## src/rtl/cpu_mc_pkg.sv

```systemverilog
// Shared definitions for the multi-cycle 8-bit CPU: opcodes, FSM states and defaults.
package cpu_mc_pkg;

    typedef enum logic [7:0] {
        OP_HALT = 8'h00,
        OP_LD   = 8'h01,
        OP_ST   = 8'h02,
        OP_LDI  = 8'h03,
        OP_MOV  = 8'h04,
        OP_ADD  = 8'h05,
        OP_SUB  = 8'h06,
        OP_AND  = 8'h07,
        OP_OR   = 8'h08,
        OP_XOR  = 8'h09,
        OP_ROTL = 8'h0A,
        OP_ROTR = 8'h0B,
        OP_JMP  = 8'h0C,
        OP_JZ   = 8'h0D,
        OP_JNZ  = 8'h0E,
        OP_JC   = 8'h0F
    } opcode_t;

    typedef enum logic [2:0] {
        S_FETCH  = 3'd0,
        S_DECODE = 3'd1,
        S_MEM    = 3'd2,
        S_EXEC   = 3'd3,
        S_HALTED = 3'd4
    } state_t;

    localparam logic [15:0] RESET_VECTOR_DEF = 16'h0000;

    // Only ALU opcodes produce a result that updates Z/C.
    function automatic logic is_alu_op(input logic [7:0] op);
        return (op >= OP_ADD) && (op <= OP_ROTR);
    endfunction

endpackage

```

## src/rtl/cpu_mc_alu.sv

```systemverilog
// Combinational 8-bit ALU: arithmetic, logic and rotates with zero/carry flags.
module cpu_alu
    import cpu_mc_pkg::*;
(
    input  logic [7:0] op,
    input  logic [7:0] a,
    input  logic [7:0] b,
    output logic [7:0] result,
    output logic       z,
    output logic       c
);

    logic [8:0] sum;
    logic [2:0] amt;
    logic [3:0] amt_inv;

    always_comb begin
        sum     = {1'b0, a} + {1'b0, b};
        amt     = b[2:0];
        // A shift by 8 of an 8-bit value is 0, so amount 0 passes a through.
        amt_inv = 4'd8 - {1'b0, amt};
        result  = 8'h00;
        c       = 1'b0;
        case (op)
            OP_ADD: begin
                result = sum[7:0];
                c      = sum[8];
            end
            OP_SUB: begin
                result = a - b;
                c      = (a < b);
            end
            OP_AND:  result = a & b;
            OP_OR:   result = a | b;
            OP_XOR:  result = a ^ b;
            OP_ROTL: result = (a << amt) | (a >> amt_inv);
            OP_ROTR: result = (a >> amt) | (a << amt_inv);
            default: result = 8'h00;
        endcase
        z = (result == 8'h00);
    end

endmodule

```

## src/rtl/cpu_mc.sv

```systemverilog
// Multi-cycle 8-bit CPU: byte-serial 32-bit instruction fetch over a req/ready bus,
// register file of REGS entries, Z/C flags, conditional jumps and a halted state.
module cpu_mc
    import cpu_mc_pkg::*;
#(
    parameter int          REGS         = 256,
    parameter int          ADDR_W       = 16,
    parameter logic [15:0] RESET_VECTOR = RESET_VECTOR_DEF
) (
    input  logic              clk,
    input  logic              rst,
    output logic [ADDR_W-1:0] mem_addr,
    output logic              mem_req,
    input  logic              mem_ready,
    input  logic [7:0]        mem_rdata,
    output logic              mem_we,
    output logic [7:0]        mem_wdata,
    output logic              halted,
    output logic [ADDR_W-1:0] pc
);

    localparam int                RI_W = $clog2(REGS);
    localparam logic [ADDR_W-1:0] RV   = RESET_VECTOR[ADDR_W-1:0];

    state_t            state_q, state_d;
    logic [1:0]        idx_q, idx_d;
    logic [ADDR_W-1:0] pc_q, pc_d;
    logic [ADDR_W-1:0] mem_addr_q, mem_addr_d;
    logic [31:0]       ir_q, ir_d;
    logic              z_q, z_d, c_q, c_d;
    logic              mem_req_q, mem_req_d;
    logic              mem_we_q, mem_we_d;
    logic [7:0]        mem_wdata_q, mem_wdata_d;
    logic              halted_q, halted_d;

    logic [7:0]        rf_q [REGS];
    logic              rf_we;
    logic [RI_W-1:0]   rf_waddr;
    logic [7:0]        rf_wdata;

    logic [7:0]        opcode;
    logic [RI_W-1:0]   d_idx, a_idx, b_idx;
    logic [7:0]        rd_val, ra_val, rb_val;
    logic [ADDR_W-1:0] addr16, jaddr, pc_next4;
    logic [4:0]        byte_lsb;
    logic [7:0]        alu_res;
    logic              alu_z, alu_c;

    assign opcode   = ir_q[31:24];
    assign d_idx    = ir_q[16 +: RI_W];
    assign a_idx    = ir_q[8 +: RI_W];
    assign b_idx    = ir_q[0 +: RI_W];
    assign rd_val   = rf_q[d_idx];
    assign ra_val   = rf_q[a_idx];
    assign rb_val   = rf_q[b_idx];
    assign addr16   = ir_q[0 +: ADDR_W];
    assign jaddr    = ir_q[8 +: ADDR_W];
    assign pc_next4 = pc_q + ADDR_W'(4);
    // Fetch is MSB first: byte idx lands at bit 8*(3-idx), and 3-idx == ~idx.
    assign byte_lsb = {~idx_q, 3'b000};

    cpu_alu u_alu (
        .op     (opcode),
        .a      (ra_val),
        .b      (rb_val),
        .result (alu_res),
        .z      (alu_z),
        .c      (alu_c)
    );

    always_comb begin
        state_d     = state_q;
        idx_d       = idx_q;
        pc_d        = pc_q;
        ir_d        = ir_q;
        z_d         = z_q;
        c_d         = c_q;
        mem_req_d   = mem_req_q;
        mem_addr_d  = mem_addr_q;
        mem_we_d    = mem_we_q;
        mem_wdata_d = mem_wdata_q;
        halted_d    = halted_q;
        rf_we       = 1'b0;
        rf_waddr    = d_idx;
        rf_wdata    = alu_res;

        case (state_q)
            S_FETCH: begin
                if (mem_ready) begin
                    ir_d[byte_lsb +: 8] = mem_rdata;
                    if (idx_q == 2'd3) begin
                        idx_d     = 2'd0;
                        state_d   = S_DECODE;
                        mem_req_d = 1'b0;
                    end else begin
                        idx_d      = idx_q + 2'd1;
                        mem_addr_d = pc_q + ADDR_W'(idx_q + 2'd1);
                    end
                end
            end
            S_DECODE: begin
                case (opcode)
                    OP_HALT: begin
                        state_d   = S_HALTED;
                        halted_d  = 1'b1;
                        mem_req_d = 1'b0;
                    end
                    OP_LD, OP_ST: begin
                        state_d     = S_MEM;
                        mem_req_d   = 1'b1;
                        mem_addr_d  = addr16;
                        mem_we_d    = (opcode == OP_ST);
                        mem_wdata_d = (opcode == OP_ST) ? rd_val : 8'h00;
                    end
                    default: state_d = S_EXEC;
                endcase
            end
            S_MEM: begin
                if (mem_ready) begin
                    if (opcode == OP_LD) begin
                        rf_we    = 1'b1;
                        rf_wdata = mem_rdata;
                    end
                    pc_d        = pc_next4;
                    state_d     = S_FETCH;
                    mem_req_d   = 1'b1;
                    mem_addr_d  = pc_next4;
                    mem_we_d    = 1'b0;
                    mem_wdata_d = 8'h00;
                end
            end
            S_EXEC: begin
                pc_d = pc_next4;
                case (opcode)
                    OP_LDI: begin
                        rf_we    = 1'b1;
                        rf_wdata = ir_q[15:8];
                    end
                    OP_MOV: begin
                        rf_we    = 1'b1;
                        rf_wdata = ra_val;
                    end
                    OP_JMP: pc_d = jaddr;
                    OP_JZ:  if (z_q)  pc_d = jaddr;
                    OP_JNZ: if (!z_q) pc_d = jaddr;
                    OP_JC:  if (c_q)  pc_d = jaddr;
                    default: begin
                        if (is_alu_op(opcode)) begin
                            rf_we = 1'b1;
                            z_d   = alu_z;
                            c_d   = alu_c;
                        end
                    end
                endcase
                state_d    = S_FETCH;
                mem_req_d  = 1'b1;
                mem_addr_d = pc_d;
            end
            S_HALTED: halted_d = 1'b1;
            default:  state_d  = S_FETCH;
        endcase
    end

    always_ff @(posedge clk) begin
        if (rst) begin
            state_q     <= S_FETCH;
            idx_q       <= 2'd0;
            pc_q        <= RV;
            ir_q        <= 32'h0;
            z_q         <= 1'b0;
            c_q         <= 1'b0;
            mem_req_q   <= 1'b1;
            mem_addr_q  <= RV;
            mem_we_q    <= 1'b0;
            mem_wdata_q <= 8'h00;
            halted_q    <= 1'b0;
        end else begin
            state_q     <= state_d;
            idx_q       <= idx_d;
            pc_q        <= pc_d;
            ir_q        <= ir_d;
            z_q         <= z_d;
            c_q         <= c_d;
            mem_req_q   <= mem_req_d;
            mem_addr_q  <= mem_addr_d;
            mem_we_q    <= mem_we_d;
            mem_wdata_q <= mem_wdata_d;
            halted_q    <= halted_d;
        end
    end

    // Register contents are not reset; only the write strobe is suppressed by rst.
    always_ff @(posedge clk) begin
        if (rf_we && !rst) begin
            rf_q[rf_waddr] <= rf_wdata;
        end
    end

    assign mem_addr  = mem_addr_q;
    assign mem_req   = mem_req_q;
    assign mem_we    = mem_we_q;
    assign mem_wdata = mem_wdata_q;
    assign halted    = halted_q;
    assign pc        = pc_q;

endmodule

```

## config.mk

```make
export PLATFORM = sky130hd
export DESIGN_NAME = cpu_mc
export DESIGN_NICKNAME = d
export VERILOG_FILES = /design/src/rtl/cpu_mc_pkg.sv /design/src/rtl/cpu_mc_alu.sv /design/src/rtl/cpu_mc.sv
export SDC_FILE = /design/constraint.sdc
export NUM_CORES = 2
export LEC_CHECK = 0
export ABC_AREA = 0
export BUFFER_PORTS_ARGS = -buffer_cell sky130_fd_sc_hd__buf_4
export CAP_MARGIN = 20
export CORE_MARGIN = 2
export CORE_UTILIZATION = 40
export DETAILED_ROUTE_END_ITERATION = 8
export GPL_ROUTABILITY_DRIVEN = 0
export PLACE_DENSITY_LB_ADDON = 0.1
export SKIP_CTS_REPAIR_TIMING = 1
export SLEW_MARGIN = 20
export SYNTH_ARGS = -nofsm -noshare
export SYNTH_HDL_FRONTEND = slang
export SYNTH_SLANG_ARGS = --single-unit
```

## constraint.sdc

```tcl
create_clock -name clk -period 14.9 [get_ports clk]
set_input_delay 1.49 -clock clk [delete_from_list [all_inputs] [get_ports clk]]
set_output_delay 1.49 -clock clk [all_outputs]
set_load 0.03 [all_outputs]
```

**Word-level counts from Yosys, hierarchy flattened**

Memories as Yosys holds them, arrays and structs flattened. A register that Yosys moved wholly into a read port is not among the register bits.
Index checks and enable logic that the tools add are counted.
W data, S select, Z words.

- Memories kept: 1
- Bits in writable memories: 2048
- Bits in registers: 82
- Logic and storage cells: 136
- Output and inout bits: 43

Memory list:

| name | words | width | rd ports | clocked after Yosys merged registers in | write ports | line | source |
|---|---|---|---|---|---|---|---|
| rf_q | 256 | 8 | 3 | 3 | 1 | cpu_mc.sv:36 | `logic [7:0] rf_q [REGS];` |

- Equal/unequal tests: 27
- Bitwise gates (word level): 8
- Reductions and logical operators: 22
- Shift operators: 6
- Muxes and demuxes: 50
- $lt $le $gt $ge: 3
- $add $sub $neg: 8

Operator list:

| cell | number |
|---|---|
| $pmux W16 S4 | 2 |
| $mux W16 | 7 |
| $mux W8 | 11 |
| $eq A8 B4 Y1 const B | 8 |
| $pmux W8 S7 | 1 |
| $pmux W8 S2 | 3 |
| $bwmux W32 | 1 |
| $eq A8 B3 Y1 const B | 4 |
| $pmux W16 S2 | 1 |
| $shift A8 B7 Y32 const A | 1 |
| $shiftx A8 B7 Y32 | 1 |
| $or A8 B8 Y8 | 3 |
| $add A16 B3 Y16 | 1 |
| $add A16 B3 Y16 const B | 1 |
| $eq A8 B2 Y1 const B | 2 |
| $logic_not A8 Y1 | 2 |
| $ne A2 B2 Y1 const B | 6 |
| $pmux W1 S2 | 6 |
| $pmux W3 S4 | 1 |
| $mux W1 | 11 |
| $reduce_and A5 Y1 | 2 |
| $add A8 B8 Y9 | 1 |
| $mux W3 | 3 |
| $and A8 B8 Y8 | 1 |
| other kinds (35) | 44 |

**Depth between registers and ports, before layout**

- Word-level depth: 8
- Gate-level depth with buffers: 29
- Mapped depth without buffers: 22

**By module**

Synthesis repeated with hierarchy kept, for this count alone.

- Cells, all modules: 6474
- Area, all modules: 119369.5 µm²

Modules (own cells, without submodules):

| module | cells an instance | area each (µm²) | times used |
|---|---|---|---|
| cpu_mc | 6163 | 117174.9 | 1 |
| cpu_alu | 311 | 2194.6 | 1 |

**Worst setup path before layout**

Ideal clock, no wire load.

- Kind: reg2reg
- Start: reg (tool-made name)
- End: mem rf_q[0][5] (data pin)
- Cell stages (with the launch flop): 20
- Arrival: 10656 ps
- Setup time: 1531 ps
- Required time: 13369 ps
- Period minus slack after synthesis: 12187 ps
- Path slack: 2713 ps
- Buffers on the path: 7
- Cell sequence: dfxtp_1 -> buf_2 -> buf_2 -> buf_2 -> buf_2 -> clkbuf_1 -> mux4_2 -> a22oi_1 -> o21ai_0 -> nor3_1 -> nand2_1 -> nand3_2 -> buf_2 -> buf_1 -> ha_1 -> xnor2_1 -> and2_1 -> nand3_1 -> o221a_2 -> o211ai_1

RTL lines:

| element | line |
|---|---|
| end, declared | cpu_mc.sv:36 |

==> impl_metrics.env <==
export IMPL_status="finished clean"
export IMPL_synth_fp_nets=6689
export IMPL_cts_sinks=2154
export IMPL_syn_inst=6641
export IMPL_yosys_warnings=0
export IMPL_synth_distinct_cells=97
export IMPL_finClkSkew_ns=0.0747
export IMPL_synth_top_area_share_pct=51.7
export IMPL_wl_um=484000
export IMPL_synth_edf_count=2048
export IMPL_async_reset_ff_share_pct=0
export IMPL_cts_root_buffer="clkbuf_16"
export IMPL_final_common_cell="edfxtp_1"
export IMPL_r2r_end="rf_q[140][3]$_DFFE_PP_"
export IMPL_synth_seq_cells=2154
export IMPL_finalMaxSlewViolations=0
export IMPL_dieHeight_um=549
export IMPL_rows=200
export IMPL_num_fill_cells=25500
export IMPL_syn_area_mm2=0.119
export IMPL_vias_per_cell=7.07
export IMPL_grt_overflow_total=0
export IMPL_setup_viol=0
export IMPL_vias=77100
export IMPL_min_period_ns=10.10
export IMPL_start_util_pct=40.1
export IMPL_finalCoreUtilization_pct=44.9
export IMPL_numCtsBuffers=244
export IMPL_clockBufferDepth=4
export IMPL_dieWidth_um=549
export IMPL_placedCellCount=10400
export IMPL_grt_max_degree=193
export IMPL_grt_pass1_wl_um=657000
export IMPL_hp_class="reg2reg"
export IMPL_dp_hpwl_um=323000
export IMPL_multiInputGateArea_mm2=0.0525
export IMPL_ir_drop_v=0.0000914
export IMPL_synth_top_flop_cell="edfxtp_1"
export IMPL_grt_usage_pct=31.8
export IMPL_power_density_mw_per_mm2=99.9
export IMPL_crit_required_ns=15.48
export IMPL_area_growth_pct=12.0
export IMPL_drt_iter0_drc=12100
export IMPL_antenna_left=0
export IMPL_fmax_ghz=0.0990
export IMPL_pin_count=54
export IMPL_dieArea_mm2=0.302
export IMPL_regArea_mm2=0.0637
export IMPL_synth_seq_area_share_pct=53.5
export IMPL_cts_clk_slew_worst_paths_ns=0.06
export IMPL_crit_path_max_fanout=91
export IMPL_end_kind="flop"
export IMPL_htree_levels=4
export IMPL_fin_tns_setup_ns=0
export IMPL_worstRegToRegCells=22
export IMPL_core_mm2=0.296
export IMPL_min_path_cells=2
export IMPL_report_final_hold_viol_count=0
export IMPL_post_route_drc_count=0
export IMPL_endpoint="rf_q[140][3]$_DFFE_PP_"
export IMPL_power_leakage_nw=38.6
export IMPL_max_slew_margin_pct=14.0
export IMPL_worst_pin_slew_ns=1.28
export IMPL_drive_gt1_share_pct=38.5
export IMPL_period_share_pct=67.8
export IMPL_first_pass_iters=6
export IMPL_numPortBuffers=53
export IMPL_max_cap_viol_count=0
export IMPL_wl_per_cell_um=44.3
export IMPL_synthTopCellsByArea="edfxtp_1 (52%), mux4_2 (32%), dfxtp_1 (1.8%)"
export IMPL_first_global_vias=75200
export IMPL_holdWs_ns=0.468
export IMPL_rrSetupSlack_ns=4.80
export IMPL_yosysTopAreaCell="edfxtp_1"
export IMPL_critPathArrivalTime_ns=10.68
export IMPL_cts_tree="yes"
export IMPL_worstSkewPairLatency_ns=0.98
export IMPL_final_cell_mix="edfxtp_1 (2048), mux4_2 (1685), buf_4 (436), nor2_1 (376), clkbuf_16 (248)"
export IMPL_antenna_found_initial=44
export IMPL_avgSynthCellArea_um2=17.9
export IMPL_rsz0062_at_grt="no"
export IMPL_crit_path_start_kind="flop"
export IMPL_critPathKind="reg2reg"
export IMPL_finalNonFillerCells=10900
export IMPL_nNetsFinal=6790
sequential cells by signal, indices dropped and copies added (netlist names), 2 cells and up, named ones only:
register	cells
idx_q	2
rf_q	2048
mem_wdata	8
state_q	3
pc	16
ir_q	32
mem_addr	16
critical path: stages, from the launching register on:
cell and delay, ns:
dfxtp_4 0.86, buf_4 0.84, buf_4 0.80, mux4_2 0.60
nand2_1 0.08, a21oi_1 0.11, nor4_1 1.03, buf_4 0.25
o311ai_1 0.23, nand4_2 0.33, inv_1 0.17, ha_1 0.22
o21bai_1 0.15, a21oi_1 0.28, a221oi_1 0.15, a31oi_1 0.19
a211oi_1 0.09, o311ai_0 0.13, a221oi_1 0.17, nand2_4 0.42
buf_4 0.74, buf_4 0.69, buf_4 0.82
worst min path at each step:
stage	slack, ns	from	to
floorplan	0.44	ir_q[31]$_SDFFE_PP0P_	ir_q[31]$_SDFFE_PP0P_
global placement	0.45	mem_addr[4]$_SDFFE_PP0P_	mem_addr[4]$_SDFFE_PP0P_
detailed placement	0.45	mem_addr[3]$_SDFFE_PP0P_	mem_addr[3]$_SDFFE_PP0P_
CTS	0.47	mem_addr[3]$_SDFFE_PP0P_	mem_addr[3]$_SDFFE_PP0P_
global route	0.49	mem_addr[3]$_SDFFE_PP0P_	mem_addr[3]$_SDFFE_PP0P_
finish	0.47	mem_addr[4]$_SDFFE_PP0P_	mem_addr[4]$_SDFFE_PP0P_
area by class of cell:
class                   count  area share (%)
diodes                     27          0.0507
repair buffers            457            2.76
clock inverters           143            1.28
well taps                3939            3.70
flip-flops and latches   2154            47.8
multi-input cells        3851            39.4
inverters                  34          0.0959
clock buffers             307            4.85
logic make-up after synthesis:
kind of cell	synth area share, %
multiplexers	34.7
adder cells (fa/ha/maj)	0.408
buffers and inverters	2.60
XOR/XNOR	0.214
flip-flops	53.5
AND/OR/NAND/NOR	4.09
AO/OA/AOI/OAI	4.43
per-stage QoR:
step	total power, mW	area (um2)	setup slack [ns]
after floorplan	7.04	119000	2.71
after global placement	7.16	125000	4.74
after detailed placement	7.16	125000	4.97
after CTS	13.4	133000	4.96
after global routing	13.6	133000	4.49
final	13.3	133000	4.80
report_power, final:
part / total (mW) / internal (mW) / switching (mW)
Combinational: 0.369 / 0.0894 / 0.279
Clock: 6.26 / 3.64 / 2.62
Sequential: 6.67 / 6.66 / 0.00918
Total: 13.3 / 10.4 / 2.91
cells in the mapped netlist, drive strengths merged, types with 106 or more instances:
master / instances
a21oi: 216
a22oi: 213
buf: 291
clkbuf: 309
dfxtp: 106
edfxtp: 2048
mux2i: 206
mux4: 1715
nand2: 203
nand3: 121
nor2: 425
routing by layer:
metal	global-route usage, %	routed length (um)
met2	48.6	221000
met3	7.93	49500
met4	17.9	32100
met1	41.5	181000
met5	0	150
(Power assumes the default switching activity.)
